$ cat src/rtl/alu_flag_pipeline_stage.sv
// Output stage behind the 16-bit arithmetic unit: derives N/Z/C/V flags and holds the status register.
// Results go downstream through a 2-entry skid buffer. The `ALU_STICKY_OVF_EN macro adds the sticky_ovf output.
module alu_flag_pipeline_stage #(
  parameter int DATA_W = 16,
  parameter int SKID_D = 2
) (
  input  logic              clk,
  input  logic              rst,
  input  logic              in_valid,
  output logic              in_ready,
  input  logic [2:0]        in_ctrl,
  input  logic [DATA_W-1:0] in_result,
  input  logic              in_cout,
  input  logic              in_overflow,
  input  logic              in_cmp_eq,
  input  logic              in_cmp_n,
  input  logic              flag_clr,
  output logic              out_valid,
  input  logic              out_ready,
  output logic [DATA_W-1:0] out_result,
  output logic              out_wr_en,
  output logic [3:0]        out_flags,
  output logic [3:0]        status_flags
`ifdef ALU_STICKY_OVF_EN
  ,
  output logic              sticky_ovf
`endif
);

  typedef enum logic [2:0] {
    ARITH_ADD = 3'd0,
    ARITH_SUB = 3'd1,
    ARITH_ADC = 3'd2,
    ARITH_SBC = 3'd3,
    ARITH_CMP = 3'd4
  } arith_e;

  typedef struct packed {
    logic [DATA_W-1:0] result;
    logic              wr_en;
    logic [3:0]        flags;
  } entry_t;

  if (SKID_D != 2) begin : g_bad_depth
    $error("alu_flag_pipeline_stage: SKID_D must be 2");
  end

  entry_t     buf_q [SKID_D];
  entry_t     buf_d [SKID_D];
  entry_t     new_entry;
  entry_t     head_q, head_d;
  logic       wr_ptr_q, wr_ptr_d;
  logic       rd_ptr_q, rd_ptr_d;
  logic [1:0] count_q, count_d;
  logic       in_ready_q, in_ready_d;
  logic       out_valid_q, out_valid_d;
  logic [3:0] status_q, status_d;
  logic       accept, emit;
`ifdef ALU_STICKY_OVF_EN
  logic       sticky_q, sticky_d;
`endif

  always_comb begin
    accept    = in_valid & in_ready_q;
    emit      = out_valid_q & out_ready;

    new_entry        = '0;
    new_entry.result = in_result;
    if (in_ctrl == ARITH_CMP) begin
      new_entry.flags = {in_cmp_n, in_cmp_eq, in_cout, in_overflow};
      new_entry.wr_en = 1'b0;
    end else if (in_ctrl > ARITH_CMP) begin
      new_entry.flags = {in_result[DATA_W-1], (in_result == '0), 2'b00};
      new_entry.wr_en = 1'b0;
    end else begin
      new_entry.flags = {in_result[DATA_W-1], (in_result == '0), in_cout, in_overflow};
      new_entry.wr_en = 1'b1;
    end

    buf_d = buf_q;
    if (accept) buf_d[wr_ptr_q] = new_entry;
    wr_ptr_d = wr_ptr_q ^ accept;
    rd_ptr_d = rd_ptr_q ^ emit;
    count_d  = count_q + {1'b0, accept} - {1'b0, emit};

    // Outputs are registered from next-state so no input reaches an output combinationally.
    in_ready_d  = (count_d < 2'd2);
    out_valid_d = (count_d != 2'd0);
    head_d      = buf_d[rd_ptr_d];

    status_d = status_q;
    if (accept)        status_d = new_entry.flags;
    else if (flag_clr) status_d = '0;

`ifdef ALU_STICKY_OVF_EN
    sticky_d = sticky_q;
    if (flag_clr)                      sticky_d = 1'b0;
    if (accept && new_entry.flags[0])  sticky_d = 1'b1;
`endif
  end

  always_ff @(posedge clk) begin
    if (rst) begin
      for (int unsigned i = 0; i < SKID_D; i++) buf_q[i] <= '0;
      head_q      <= '0;
      wr_ptr_q    <= 1'b0;
      rd_ptr_q    <= 1'b0;
      count_q     <= '0;
      in_ready_q  <= 1'b1;
      out_valid_q <= 1'b0;
      status_q    <= '0;
`ifdef ALU_STICKY_OVF_EN
      sticky_q    <= 1'b0;
`endif
    end else begin
      for (int unsigned i = 0; i < SKID_D; i++) buf_q[i] <= buf_d[i];
      head_q      <= head_d;
      wr_ptr_q    <= wr_ptr_d;
      rd_ptr_q    <= rd_ptr_d;
      count_q     <= count_d;
      in_ready_q  <= in_ready_d;
      out_valid_q <= out_valid_d;
      status_q    <= status_d;
`ifdef ALU_STICKY_OVF_EN
      sticky_q    <= sticky_d;
`endif
    end
  end

  assign in_ready     = in_ready_q;
  assign out_valid    = out_valid_q;
  assign out_result   = head_q.result;
  assign out_wr_en    = head_q.wr_en;
  assign out_flags    = head_q.flags;
  assign status_flags = status_q;
`ifdef ALU_STICKY_OVF_EN
  assign sticky_ovf   = sticky_q;
`endif

endmodule

$ cat config.mk
export PLATFORM = sky130hd
export DESIGN_NAME = alu_flag_pipeline_stage
export DESIGN_NICKNAME = d
export VERILOG_FILES = /design/src/rtl/alu_flag_pipeline_stage.sv
export SDC_FILE = /design/constraint.sdc
export NUM_CORES = 1
export LEC_CHECK = 0
export CORE_ASPECT_RATIO = 0.6
export CORE_MARGIN = 3
export CORE_UTILIZATION = 26
export DETAILED_ROUTE_END_ITERATION = 7
export HOLD_SLACK_MARGIN = 0.15
export PLACE_DENSITY_LB_ADDON = 0.3
export SYNTH_ARGS = -nofsm -noshare
export SYNTH_HDL_FRONTEND = slang
export SYNTH_SLANG_ARGS = --single-unit
$ cat constraint.sdc
create_clock -name clk -period 4.3 [get_ports clk]
set_clock_uncertainty 0.05 [all_clocks]
set_input_delay 0.43 -clock clk [delete_from_list [all_inputs] [get_ports clk]]
set_output_delay 0.43 -clock clk [all_outputs]
set_load 0.01 [all_outputs]
# [Word-level counts from Yosys, hierarchy flattened]
# Index checks and enable logic that the tools add are counted.
[word_totals] output_inout_bits=27 wordCells=44 reg_bits=73 in_bits=28
[classes] n_addsub=2 bitwise=6 n_reduce_logical=4 n_eq_ne=1 magnitude_cmp=5 mux=11
[ops] cell="$mux 21" n=4
[ops] cell="$bwmux 42" n=1
[ops] cell="$mux 42" n=1
[ops] cell="$demux 21 s1" n=1
[ops] cell="$logic_not 16->1" n=1
[ops] cell="$mux 5" n=2
[ops] cell="$mux 4" n=2
[ops] cell="$ge 2x2->1 const B" n=2
[ops] cell="$not 1->2" n=2
[ops] cell="$reduce_bool 2->1" n=2
[ops] cell="$eq 3x3->1 const B" n=1
[ops] cell="$gt 3x3->1 const B" n=1
[ops] cell="$add 2x1->2" n=1
[ops] cell="$and 1x1->1" n=2
[ops] cell="$lt 2x1->1 const B" n=1
[ops] cell="$lt 2x2->1 const B" n=1
[ops] cell="$sub 2x1->2" n=1
[ops] cell="$xor 1x1->1" n=2
[ops] cell="$logic_and 1x1->1" n=1

# [Longest topological paths before layout]
# Gate-level depths: netlist of the first run.
[depth] word_depth=10 depth_mapped=9 depth_no_buf=8

# [Worst setup path before layout of the first run]
# OpenSTA, ideal clock, no wires.
[synth_timing] kind="input-to-reg" from="input port in_valid" to="register in_ready_q (netlist: in_ready)" t_arrival_ns=1.592 slack_ns=2.529 cell_stages=8 t_required_ns=4.121 setup_time_ns=0.129 path_buffers=1 cell_sequence="buf_2 > nand2_1 > ha_1 > inv_1 > ha_1 > xnor2_1 > xnor2_1 > nand2_1"
[synth_via] elab_chain_len=4
[synth_rtl] element="start: declaration" line_no="9" rtl="input logic in_valid,"
[synth_rtl] element="$and 1x1->1" line_no="64" rtl="accept = in_valid & in_ready_q;"
[synth_rtl] element="$add 2x1->2" line_no="84" rtl="count_d = count_q + {1'b0, accept} - {1'b0, emit};"
[synth_rtl] element="$sub 2x1->2" line_no="84"
[synth_rtl] element="$lt 2x2->1" line_no="87" rtl="in_ready_d = (count_d < 2'd2);"
[synth_rtl] element="end signal: assignment" line_no="121" rtl="in_ready_q <= in_ready_d;"
[synth_rtl] element="end: declaration" line_no="55" rtl="logic in_ready_q, in_ready_d;"
# Every way passes these cells.
# A chain may end at the register's enable or synchronous reset.

==> impl_metrics.ini, run 1 <==
[cts]
cts_buffer_depth = 2
cts_setup_buffers = 0
ctsHoldBuffers = 0
cts-resized-gates = 0
clk_latency_ns = 0.33
cts_tree = done
cts.clk_slew.worst_paths_ns = 0.05
cts_num_sinks = 73
clockRootBuffer = clkbuf_16
cts_made_buffers = 9
cts.htree.levels = 3

[critical_path]
r2r_slack_ns = 2.37
crit_type = input pin to flop
cp-end-kind = flop
cp-start-kind = input pin
required_ns = 4.40
critPathMaxFanout = 48
arrival_ns = 2.38

[cells_and_area]
drive_gt1_share_pct = 7.49
fillCellCount = 941
diodes = 0
utilization_pct = 37.5
nets = 332
syn_to_final_growth_pct = 35.4

[worst_hold_path]
hold_class = flop to flop

[synth]
netlist_area_mm2 = 0.00263
synth_top_area_share_pct = 55.5
synth-seq-cells = 73
netlist_top_cells_area = dfxtp_1 56%, mux2i_1 13%, nor2_1 6.3%
synth_warnings = 0
synth-seq-area-share_pct = 55.5
synth_edf_count = 0
synthCells = 252
synth_nets = 282
synth-main-ff-cell = dfxtp_1
async_reset_ff_share_pct = 0
synth_top_area_cell = dfxtp_1
syn_area_per_cell_um2 = 10.4
netlist-cell-type-count = 36

[timing]
hold_violations = 0
post-route-period-util_pct = 53.1
worst_pin_slew_ns = 0.822
final_max_slew_viol_count = 0
max_freq_mhz = 438
fin_setup_tns_ns = 0
period_minus_slack_ns = 2.28
slew_headroom_pct = 45.1
grt_setup_unrepaired = no
setup_viol = 0

[route]
drc = 0
vias_per_cell = 4.55
wl_met3_um = 512
drt_iter0_drc = 203
dr_total_vias = 1990
top_layer_used = met4
dr.pass1.iters = 4
ant_nets = 0
drt-total-wl_um = 6240
wl_met1_um = 3290
wire_per_inst_um = 14.3
route.met2.wl_um = 2390

[pwr]
powerDensity_mw_per_mm2 = 590
leakage_nw = 1.51
irDropWorstVdd_mv = 0.227
total_power_w = 0.00210

[global_routing]
grt_pass1_wl_um = 10100
grt_pass1_vias = 1956
grt_overflow = 0
grt_max_degree = 49
antenna_found_initial = 0
grt_use_total_pct = 11.5

[status]
status = finished clean

[place]
place_congestion = 0.700
port_buffers = 54
place_hpwl_um = 4280

[floorplanning]
rows = 27
pin_count = 55
die_w_um = 136
start_util_pct = 27.7
die_height_um = 83.9
dieArea_mm2 = 0.0114
core-area_mm2 = 0.00949

[flow_run]
maxCapViolations = 0
==> cell type report <==
class / instances / area (um2) / share of cell area (%)
clock buffers: 11 / 233 / 6.53
clock inverters: 5 / 78.8 / 2.21
inverters: 4 / 15.0 / 0.421
multi-input cells: 158 / 1060 / 29.6
flip-flops and latches: 73 / 1460 / 41.0
well taps: 130 / 163 / 4.57
repair buffers: 56 / 556 / 15.6
==> worst max-delay path, stage by stage <==
cell	delay, ns
clkdlybuf4s50_1	0.45
buf_4	0.43
inv_1	0.20
nand2_1	0.65
o22ai_1	0.21
==> cells in the mapped netlist (all sizes together), types with 2 or more instances <==
| cell | n |
|---|---|
| dfxtp | 73 |
| clkbuf | 5 |
| nand2b | 2 |
| a21boi | 2 |
| nor4 | 4 |
| a21oi | 11 |
| mux2i | 34 |
| buf | 12 |
| o22ai | 19 |
| o21ai | 3 |
| inv | 4 |
| nand4 | 4 |
| nand3b | 4 |
| nand2 | 7 |
| nor2 | 44 |
| xnor2 | 3 |
| nand3 | 4 |
| and3 | 3 |
| ha | 2 |
==> cell families after synthesis <==
family	Yosys count	synth area share (%)
flops	73	55.5
simple gates	79	14.6
mux	35	13.4
fa+ha+maj	2	0.951
buf+inv	21	4.33
xor+xnor	4	2.14
compound gates	38	9.03
==> routing by layer <==
| metal | track usage (%) | vias to the layer above |
|---|---|---|
| li1 | - | 986 |
| met1 | 17.4 | 917 |
| met2 | 14.4 | 79 |
| met3 | 4.64 | 8 |
| met4 | 3.84 | 0 |
| met5 | 0 | - |
==> path summary, 6_finish.rpt <==
check        depth (start not counted)                         to           startpoint
max                                  5  out_result[10]$_SDFF_PP0_                  rst
max reg2reg                          8       out_valid$_SDFF_PP0_  in_ready$_SDFF_PP1_
min reg2reg                          2        buf_q[4]$_SDFF_PP0_  buf_q[4]$_SDFF_PP0_
min                                  2        buf_q[4]$_SDFF_PP0_  buf_q[4]$_SDFF_PP0_
==> flip-flops by register name, summed over array words and instances (netlist names) <==
signal / flops
buf_q: 42
out_result: 16
out_flags: 4
status_flags: 4
count_q: 2
in_ready: 1
out_valid: 1
out_wr_en: 1
rd_ptr_q: 1
wr_ptr_q: 1
==> where the power goes <==
group / switching (W) / internal, W / leakage [nW]
Sequential: 0.0000490 / 0.000783 / 0.597
Combinational: 0.000248 / 0.000245 / 0.760
Clock: 0.000268 / 0.000508 / 0.154
Total: 0.000565 / 0.00154 / 1.51
==> metrics by stage <==
step                      setup WS (ns)  hold slack, ns  instances  cell area [um2]
after global routing               1.86           0.458        437             3560
after CTS                          2.01           0.432        437             3560
final                              2.02           0.427        437             3560
after floorplan                    2.53           0.395        252             2630
after detailed placement           1.66           0.418        421             3250
after global placement             1.72           0.410        421             3250
==> layout by cell type, fill, tap and decap left out, drive strengths merged, types with 5 or more instances in the layout <==
cell type / count
inv: 5
clkbuf: 11
clkdlybuf4s50: 54
a21oi: 11
nor2: 44
o22ai: 19
nand2: 7
mux2i: 34
dfxtp: 73
Note: power is estimated with default switching activity, not from simulation.
==> run 2: changes to the inputs <==
- clock period: 4.3 -> 2 ns (I/O delays scaled with it)
==> run 2 against run 1 <==
  * Count of clock-buffer cells in the layout did not move
  * Register-to-register slack got worse by 1.9 ns
  * Die area did not move
  * Cell count rose by 2.3%
  * Sequential cell count did not move
  * Critical endpoint is now in_ready
  * Non-clock buffer count rose by 10
  * Largest power group unchanged
  * Core utilization rose by 0.91 points
  * Critical path type is now flop to output port
  * Sequential power rose by 110%
  * First-iteration DRC count fell by 47%
  * Clock power rose by 100%
  * Critical path depth fell by 3
  * Power rose by 110%
==> impl_metrics.ini, run 2 (synthesis gave the netlist of run 1 again) <==
[route]
dr_total_vias = 2017
drt-total-wl_um = 6500
dr.pass1.iters = 4
vias_per_cell = 4.51
wire_per_inst_um = 14.5
drc = 0
drt_iter0_drc = 107
ant_nets = 0

[global_routing]
grt_overflow = 0
grt_max_degree = 36
grt_pass1_wl_um = 10500
grt_pass1_vias = 2037
grt_use_total_pct = 12.1
antenna_found_initial = 0

[critical_path]
cp_top_family = buffers and inverters
required_ns = 1.75
max_stage_delay_ns = 0.54
cp-end-kind = output port
cp_slowest_cell = clkdlybuf4s50_1
crit_type = flop to output port
cp-start-kind = flop
cp_cell_sequence = buf_4, clkdlybuf4s50_1
path_buf_inv = 2
arrival_ns = 1.34
critPathMaxFanout = 9

[cells_and_area]
diodes = 0
largest-register = buf_q
drive_gt1_share_pct = 10.7
nets = 342
final_cell_mix = 73 x dfxtp_1, 54 x clkdlybuf4s50_1, 44 x nor2_1, 34 x mux2i_1, 19 x o22ai_1
syn_to_final_growth_pct = 38.7
fillCellCount = 940
layout_commonest_cell = dfxtp_1
largest_reg_flops = 42

[floorplanning]
die_w_um = 136
start_util_pct = 27.7
die_height_um = 83.9
pin_count = 55
core-area_mm2 = 0.00949
rows = 27
dieArea_mm2 = 0.0114

[timing]
fin_setup_tns_ns = 0
grt_setup_unrepaired = no
final_max_slew_viol_count = 0
setup_viol = 0
worst_pin_slew_ns = 0.599
max_freq_mhz = 627
post-route-period-util_pct = 79.7
slew_headroom_pct = 59.7
hold_ws_ns = 0.423
worst_slack_ns = 0.405
hold_violations = 0
period_minus_slack_ns = 1.59

[cts]
cts_made_buffers = 9
cts_tree = done
cts_buffer_depth = 2
cts.clk_slew.worst_paths_ns = 0.05
cts_setup_buffers = 0
clk_latency_ns = 0.33
cts_num_sinks = 73
cts.htree.levels = 3
clockRootBuffer = clkbuf_16
ctsHoldBuffers = 0
cts-resized-gates = 0

[place]
place_hpwl_um = 4460
place_congestion = 0.697
preCtsSetupSlack_ns = 0.0870
port_buffers = 54

[pwr]
irDropWorstVdd_mv = 0.415
leakage_nw = 1.56
powerDensity_mw_per_mm2 = 1240

[worst_hold_path]
hold_class = flop to flop

[status]
status = finished clean

[flow_run]
maxCapViolations = 0
-- run 2: worst paths after layout --
check | startpoint | to | slack, ns | cells after the start
max | in_ready$_SDFF_PP1_ | in_ready | 0.41 | 2
min | buf_q[4]$_SDFF_PP0_ | buf_q[4]$_SDFF_PP0_ | 0.42 | 2
min reg2reg | buf_q[4]$_SDFF_PP0_ | buf_q[4]$_SDFF_PP0_ | 0.42 | 2
max reg2reg | out_valid$_SDFF_PP0_ | out_valid$_SDFF_PP0_ | 0.46 | 8
-- run 2: metal layers --
metal	up-vias	share of wire [%]	wire (um)	GRT usage, %
met5	-	0	0	0
met4	0	0.65	42	4.39
met3	7	5.4	353	4.40
met2	47	41	2680	16.9
met1	954	53	3430	16.9
li1	1009	-	-	-
-- run 2: cell type report --
class                      instances  area (um2)  area share, %
timing repair buffer              66         656           18.0
sequential                        73        1460           40.1
tap                              130         163           4.46
multi-input combinational        158        1060           28.9
inverter                           4        15.0          0.412
clock buffer                      11         243           6.65
clock inverter                     5        55.1           1.51
-- run 2: worst min-delay path: stages, from the launching register on --
cell and delay [ns]:
dfxtp_1 0.30, a21oi_1 0.07, nor2_1 0.07
-- run 2: metrics by stage --
step | std cells | util (%) | instance area [um2] | total power (W)
after floorplan | 252 | - | 2630 | 0.00249
after global placement | 431 | 35.3 | 3350 | 0.00296
after detailed placement | 431 | 35.3 | 3350 | 0.00297
after CTS | 447 | 38.4 | 3650 | 0.00458
after global routing | 447 | 38.4 | 3650 | 0.00477
final | 447 | 38.4 | 3650 | 0.00451
-- run 2: power by group --
group,internal (W),leakage (nW),total (W),switching (W)
clock,0.000994,0.142,0.00158,0.000586
sequential,0.00168,0.597,0.00176,0.0000790
combinational,0.000590,0.819,0.00117,0.000584
total,0.00327,1.56,0.00451,0.00125
==> run 3: changes to the inputs <==
- clock period: 2 -> 1.6 ns (I/O delays scaled with it)
==> run 3 against run 2 <==
  * First-iteration DRC count decreased by 3.7%
  * Count of clock-buffer cells in the layout increased by 1
  * Register-to-register slack got worse by 0.37 ns
==> impl_metrics.ini, run 3 (synthesis gave the netlist of run 1 again) <==
[cts]
cts_buffer_depth = 2
cts.htree.levels = 3
clk_latency_ns = 0.33
cts_made_buffers = 9
clockRootBuffer = clkbuf_16
cts_setup_buffers = 0
cts_num_sinks = 73
cts_tree = done
cts.clk_slew.worst_paths_ns = 0.05
ctsHoldBuffers = 0

[route]
drt_iter0_drc = 103
drt-total-wl_um = 6570
dr.pass1.iters = 4
ant_nets = 0
vias_per_cell = 4.45
dr_total_vias = 2078
wire_per_inst_um = 14.1
drc = 0

[pwr]
power_switching_w = 0.00152
leakage_nw = 1.65
clockPowerShare_pct = 31.5
seq_power_share_pct = 40.0
powerDensity_mw_per_mm2 = 1450
power_frac_comb_pct = 28.5
netSwitchingFraction_pct = 27.5
irDropWorstVdd_mv = 0.559
p_int_w = 0.00400

[cells_and_area]
drive_gt1_share_pct = 17.2
syn_to_final_growth_pct = 44.4
layout_commonest_cell = dfxtp_1
fillCellCount = 923
largest-register = buf_q
utilization_pct = 40.0
largest_reg_flops = 42
diodes = 0
final_cell_mix = 71 x dfxtp_1, 53 x clkdlybuf4s50_1, 44 x nor2_1, 34 x mux2i_1, 33 x buf_4
nets = 365

[global_routing]
grt_pass1_wl_um = 10500
grt_use_total_pct = 12.2
grt_pass1_vias = 2054
grt_overflow = 0
grt_max_degree = 23
antenna_found_initial = 0

[timing]
period_minus_slack_ns = 1.51
max_freq_mhz = 662
slew_headroom_pct = 63.8
grt_setup_unrepaired = no
worst_pin_slew_ns = 0.538
post-route-period-util_pct = 94.4
worst_slack_ns = 0.0897
final_max_slew_viol_count = 0
setup_viol = 0
hold_violations = 0

[floorplanning]
die_w_um = 136
pin_count = 55
die_height_um = 83.9
rows = 27
core-area_mm2 = 0.00949
start_util_pct = 27.7
dieArea_mm2 = 0.0114

[place]
place_congestion = 0.728
port_buffers = 54
place_hpwl_um = 4770
preCtsSetupSlack_ns = -0.396

[critical_path]
arrival_ns = 1.66
cp-end-kind = flop
cp-start-kind = input pin
required_ns = 1.75
critPathMaxFanout = 3
crit_type = input pin to flop

[status]
status = finished clean

[worst_hold_path]
hold_class = flop to flop

[flow_run]
maxCapViolations = 0
## run 3: critical path: stages
cell,delay [ns]
clkdlybuf4s50_1,0.53
nor3b_2,0.22
mux2_2,0.39
mux2i_1,0.24
o32ai_2,0.12
## run 3: worst paths after layout
check | slack, ns | endpoint | from | depth (start not counted)
worst max register to register | 0.09 | out_valid$_SDFF_PP0_ | out_valid$_SDFF_PP0_ | 8
worst min register to register | 0.43 | buf_q[4]$_SDFF_PP0_ | buf_q[4]$_SDFF_PP0_ | 2
worst max-delay path | 0.09 | out_flags[3]$_SDFF_PP0_ | in_ctrl[2] | 5
worst min-delay path | 0.43 | buf_q[4]$_SDFF_PP0_ | buf_q[4]$_SDFF_PP0_ | 2
## run 3: layout make-up
class	count	area (um2)	share of cell area, %
well taps	130	163	4.28
flip-flops and latches	73	1460	38.5
repair buffers	89	831	21.9
clock buffers	12	246	6.49
clock inverters	1	5.00	0.132
inverters	4	15.0	0.395
multi-input cells	158	1080	28.3
## run 3: per-layer routing
metal,vias up,part of all wire (%),track usage (%)
li1,1050,-,-
met1,959,51,16.8
met2,56,40,16.5
met3,13,7.6,6.20
met4,0,1.8,3.93
met5,-,0,0
## run 3: power by group through the flow
| stage | clock network (W) | logic, W | registers [W] |
|---|---|---|---|
| floorplan | 0 | 0.000842 | 0.00230 |
| global placement | 0 | 0.00158 | 0.00224 |
| detailed placement | 0 | 0.00158 | 0.00224 |
| CTS | 0.00179 | 0.00159 | 0.00221 |
| global route | 0.00187 | 0.00172 | 0.00224 |
| finish | 0.00174 | 0.00157 | 0.00221 |
## run 3: stage by stage
stage          area (um2)  std cells  power (W)  hold WS (ns)  setup TNS, ns
2_1_floorplan        2640        252    0.00314         0.273              0
3_3_place_gp         3530        454    0.00382         0.409          -5.43
3_5_place_dp         3530        454    0.00382         0.418          -5.75
4_1_cts              3780        467    0.00559         0.431              0
5_1_grt              3800        467    0.00583         0.454              0
6_report             3800        467    0.00552         0.425              0
## run 3: timing repair
| action | in CTS | in global routing |
|---|---|---|
| pin swaps | 0 | 5 |
| endpoints found under the setup margin | 3 | 4 |
| gates resized for setup | 1 | 4 |
